`src/rtl/counter_sequencer.sv`:
```
// Sweep controller for a WIDTH-bit mod-N counter: start, up/down sweep, pause, stop, terminal count.
// Build option COUNTER_SEQ_AUTO_RELOAD_EN: terminal count reloads the sweep instead of going to DONE.
//
// state | meaning
// IDLE  | waiting for start; count holds its last value
// RUN   | counting one step per cycle unless paused or stopped
// PAUSE | sweep suspended, count held
// DONE  | terminal count reached; done pulses for this one cycle
module counter_sequencer #(
  parameter int WIDTH = 3
) (
  input  logic             clk,
  input  logic             clear,
  input  logic             start,
  input  logic             dir,
  input  logic [WIDTH-1:0] mod_val,
  input  logic             pause,
  input  logic             stop,
  output logic [WIDTH-1:0] count,
  output logic [1:0]       state,
  output logic             busy,
  output logic             tc,
  output logic             done
);

  typedef enum logic [1:0] {
    IDLE  = 2'b00,
    RUN   = 2'b01,
    PAUSE = 2'b10,
    DONE  = 2'b11
  } state_t;

  localparam logic [WIDTH-1:0] ONE = {{(WIDTH-1){1'b0}}, 1'b1};

  state_t           state_q, state_n;
  logic [WIDTH-1:0] count_q, count_n;
  logic [WIDTH-1:0] mod_q, mod_n;
  logic             dir_q, dir_n;
  logic             done_q;
  logic [WIDTH-1:0] term, init, start_init;
  logic             advance;

  // A modulus of zero wraps to all-ones here, giving the full 2^WIDTH range.
  assign term       = dir_q ? '0 : mod_q - ONE;
  assign init       = dir_q ? mod_q - ONE : '0;
  assign start_init = dir ? mod_val - ONE : '0;

  assign advance = (state_q == RUN) && !stop && !pause;
  assign tc      = advance && (count_q == term);

  always_comb begin
    state_n = state_q;
    count_n = count_q;
    mod_n   = mod_q;
    dir_n   = dir_q;
    case (state_q)
      IDLE: begin
        if (start) begin
          mod_n   = mod_val;
          dir_n   = dir;
          count_n = start_init;
          state_n = RUN;
        end
      end
      RUN: begin
        if (stop) begin
          state_n = IDLE;
        end else if (pause) begin
          state_n = PAUSE;
        end else if (tc) begin
`ifdef COUNTER_SEQ_AUTO_RELOAD_EN
          count_n = init;
`else
          state_n = DONE;
`endif
        end else begin
          count_n = dir_q ? count_q - ONE : count_q + ONE;
        end
      end
      PAUSE: begin
        if (stop) begin
          state_n = IDLE;
        end else if (!pause) begin
          state_n = RUN;
        end
      end
      DONE: begin
        state_n = IDLE;
      end
      default: begin
        state_n = IDLE;
      end
    endcase
  end

  always_ff @(posedge clk) begin
    if (!clear) begin
      state_q <= IDLE;
      count_q <= '0;
      mod_q   <= '0;
      dir_q   <= 1'b0;
      done_q  <= 1'b0;
    end else begin
      state_q <= state_n;
      count_q <= count_n;
      mod_q   <= mod_n;
      dir_q   <= dir_n;
      done_q  <= (state_n == DONE);
    end
  end

  assign count = count_q;
  assign state = state_q;
  assign busy  = (state_q == RUN) || (state_q == PAUSE);
  assign done  = done_q;

endmodule

```
`config.mk`:
```
export PLATFORM = sky130hd
export DESIGN_NAME = counter_sequencer
export DESIGN_NICKNAME = d
export VERILOG_FILES = /design/src/rtl/counter_sequencer.sv
export SDC_FILE = /design/constraint.sdc
export NUM_CORES = 1
export LEC_CHECK = 0
export CORE_MARGIN = 2
export CORE_UTILIZATION = 50
export DETAILED_ROUTE_END_ITERATION = 8
export PLACE_DENSITY = 0.8
export SLEW_MARGIN = 20
export SYNTH_ARGS = -nofsm -noshare
export SYNTH_HDL_FRONTEND = slang
export SYNTH_SLANG_ARGS = --single-unit
```
`constraint.sdc`:
```
create_clock -name clk -period 5.55 [get_ports clk]
set_input_delay 1.11 -clock clk [delete_from_list [all_inputs] [get_ports clk]]
set_output_delay 1.11 -clock clk [all_outputs]
set_load 0.03 [all_outputs]
```
# Word level (Yosys, flattened, before mapping)
# Cells that the tools add are included.
# Widths: inputs -> output; s select.
# word_totals
regBits,10
ram_bits,0
word_cells,43
n_memories,0
rom_bits,0
latchBits,0
# op_classes
n_eq_ne,9
multipliers,0
add_sub_neg,4
reduce_logical,10
muxes,15
n_lt_le_gt_ge,0
div,0
bitwise_logic,0
shift,0
# ops
cell,n
$mux 3,7
$mux 2,6
$sub 3x1->3 const B,3
$ne 2x2->1 const B,4
$pmux 2 s4,1
$eq 2x2->1 const B,3
$pmux 3 s2,1
$reduce_and 5->1,1
$add 3x1->3 const B,1
$eq 3x3->1,1
$logic_and 1x1->1,3
$eq 2x1->1 const B,1
$logic_not 1->1,2
$logic_not 2->1,1
$reduce_and 2->1,1
$reduce_bool 2->1,1
$logic_or 1x1->1,1

# Longest topological paths before layout
# depth
depth_word,9
depth_mapped,8
ltp_nobuf,7

# Least setup slack after synthesis
# Ideal clock, no wire load.
# synth_timing
path_type,input to output
from,input pause
to,output tc
path_slack_ns,2.464
required_time_ns,4.440
path_stages,4
arrival_ns,1.976
n_path_buf,0
path_cell_list,nor2_1 -> and3_1 -> o2111ai_2 -> inv_1
# synth_between
elab_chain_cells,3
# synth_rtl
element,line,rtl
from (decl),17,"input logic pause,"
$logic_not 1->1,--,
$logic_and 1x1->1,48,assign advance = (state_q == RUN) && !stop && !pause;
$logic_and 1x1->1,49,assign tc = advance && (count_q == term);
to (decl),22,"output logic tc,"
# No other way between the ends.

# Final worst setup path
# Ends and elaborated chain as after synthesis.

==> results.json <==
{
  "run_status": "finished clean",
  "finalSetupTns_ns": 0,
  "clock_skew_ns": 0.000721,
  "ys_ff_latch": 10,
  "synthCells": 92,
  "drc": 0,
  "worst_r2r_path_depth": 7,
  "syn_area_um2": 721,
  "cpMaxStageDelayCell": "clkdlybuf4s50_1",
  "syn_nets": 107,
  "totalWireLength_um": 1380,
  "dp_slack_ns": 1.38,
  "layout_commonest_cell": "clkdlybuf4s50_1",
  "switching_power_mw": 0.0910,
  "cp-end-kind": "output port",
  "cts_max_level": 1,
  "finalHoldViolCount": 0,
  "hp-class": "register to register",
  "numCtsBuffers": 3,
  "combPwrFrac_pct": 44.7,
  "setup_ws_ns": 1.36,
  "power_density_nw_per_um2": 269,
  "cts_setup_buffers": 0,
  "gr-total-overflow": 0,
  "initialDrtViolationCount": 13,
  "grt_max_degree": 11,
  "antenna_found_initial": 0,
  "setup_viol": 0,
  "critPathMostFrequentCell": "clkdlybuf4s50_1",
  "async_flop_share_pct": 0,
  "finalCritPeriodShare_pct": 75.4,
  "synth_ff_type": "dfxtp_1",
  "dieHeight_um": 42.0,
  "place_congestion": 0.828,
  "synth_edf_count": 0,
  "ios": 17,
  "clk_pin_slew_ns": 0.06,
  "final_layout_size_suffix_gt1_share_pct": 6.48,
  "clockBufferDepth": 2,
  "diodes": 0,
  "avgSynthCellArea_um2": 7.83,
  "syn_to_final_growth_pct": 26.4,
  "peakVddDrop_mv": 0.119,
  "whs_path_depth": 2,
  "synth_cell_type_count": 29,
  "start_kind": "input pin",
  "power.internal_mw": 0.154,
  "slew_violations": 0,
  "grtUsageTotal_pct": 17.4,
  "start_util_pct": 54.7,
  "slew_headroom_pct": 78.5,
  "worstPathArrival_ns": 3.08,
  "post-route-cell-area_um2": 911,
  "crit_path_max_incr_delay_ns": 0.67,
  "cts_hold_buf": 0,
  "clock_latency_ns": 0.25,
  "required_ns": 4.44,
  "vias_per_cell": 5.25,
  "min_period_ns": 4.19,
  "cts_resized": 0,
  "wire_per_inst_um": 11.2,
  "grt_pass1_vias": 581,
  "final_cell_mix": "16 x clkdlybuf4s50_1, 13 x inv_1, 11 x nand2_1",
  "drtPass1Iterations": 4,
  "num_rows": 13,
  "fp.dieW_um": 42.0,
  "path_cells": "clkdlybuf4s50_1 > nor2_1 > and3_1 > o2111ai_2 > inv_1 > clkdlybuf4s50_1",
  "core_area_um2": 1320,
  "fillers": 112,
  "synth_top_area_share_pct": 27.8,
  "rsz0062_at_grt": "false",
  "tightest_slew_ns": 0.322,
  "yosys_warnings": 0,
  "drv_cap": 0,
  "grt_pass1_wl_um": 2400,
  "synth_area_leaders": "dfxtp_1 28%, ha_1 8.7%, inv_1 6.8%",
  "cp_max_fo": 7,
  "portBuffers": 16,
  "p_seq_share_pct": 36.7,
  "hold_slack_ns": 0.465,
  "fmax_mhz": 239,
  "clkPwrFrac_pct": 18.6,
  "nets": 125,
  "power_switching_share_pct": 37.1,
  "clkSinkCount": 10,
  "dieArea_um2": 1760,
  "cts-root-buf": "clkbuf_4",
  "dp_hpwl_um": 1160,
  "vias": 646,
  "crit_type": "input pin to output port",
  "synth_seq_area_share_pct": 27.8,
  "cellLeakagePower_nw": 0.379,
  "ant_nets": 0,
  "cts_tree": "yes",
  "synth_area_leader_cell": "dfxtp_1",
  "dpl-instance-area_um2": 888
}
-- worst max-delay path: cells and delay by family --
family | cells | cell delay [ns]
buf+inv | 3 | 1.23
simple gates | 2 | 0.52
compound gates | 1 | 0.21
-- cell usage after synthesis, drive strengths merged, types with 2 or more instances --
cell,n
a21oi,3
a31oi,3
o21ai,6
and3,3
o221a,2
nand2b,3
nand3,5
nand2,11
nor2,4
xnor2,3
ha,5
a22o,2
clkbuf,2
dfxtp,10
inv,13
a21boi,5
-- path summary, 6_finish.rpt --
path                         startpoint                     to  slack [ns]
setup / recovery                  pause                     tc        1.36
hold / removal    mod_q[1]$_SDFFE_PN0P_  mod_q[1]$_SDFFE_PN0P_        0.47
setup reg to reg  mod_q[0]$_SDFFE_PN0P_  count[2]$_SDFFE_PN0P_        3.49
hold reg to reg   mod_q[1]$_SDFFE_PN0P_  mod_q[1]$_SDFFE_PN0P_        0.47
-- metal layers --
layer	vias up	part of all wire (%)	wire [um]	GRT usage, %
met5	-	0	0	0
met4	0	0	0	5.81
met3	0	3.0	42	3.91
met2	18	45	616	27.8
met1	279	52	721	23.0
li1	349	-	-	-
-- area by class of cell --
| type | count | area (um2) | share of cell area [%] |
|---|---|---|---|
| clock buffers | 3 | 22.5 | 2.47 |
| inverters | 13 | 48.8 | 5.36 |
| multi-input cells | 66 | 460 | 50.5 |
| flip-flops and latches | 10 | 200 | 22.0 |
| well taps | 15 | 18.8 | 2.06 |
| repair buffers | 16 | 160 | 17.6 |
-- power by group through the flow --
| stage | Clock [mW] | Combinational, mW | Sequential [mW] |
|---|---|---|---|
| 4_1_cts | 0.0481 | 0.109 | 0.0899 |
| 2_1_floorplan | 0 | 0.0642 | 0.101 |
| 6_report | 0.0455 | 0.110 | 0.0899 |
| 3_3_place_gp | 0 | 0.107 | 0.0913 |
| 3_5_place_dp | 0 | 0.109 | 0.0914 |
| 5_1_grt | 0.0507 | 0.121 | 0.0921 |
-- state kept, by name, summed over array words and instances, names as in the netlist --
register,cells
count,3
mod_q,3
dir_q,1
done,1
state,2
-- kinds of logic after synthesis --
| family | Yosys count | share of synthesized area [%] |
|---|---|---|
| compound gates | 25 | 26.0 |
| xor+xnor | 4 | 4.86 |
| fa+ha+maj | 6 | 11.5 |
| buf+inv | 16 | 8.33 |
| flops | 10 | 27.8 |
| simple gates | 31 | 21.5 |
-- through the flow --
stage | instances | utilization, % | power [mW]
after floorplan | 92 | - | 0.165
after CTS | 123 | 69.1 | 0.247
after detailed placement | 120 | 67.4 | 0.201
after global routing | 123 | 69.1 | 0.264
final | 123 | 69.1 | 0.245
after global placement | 120 | 67.4 | 0.199
(Power assumes the default switching activity.)
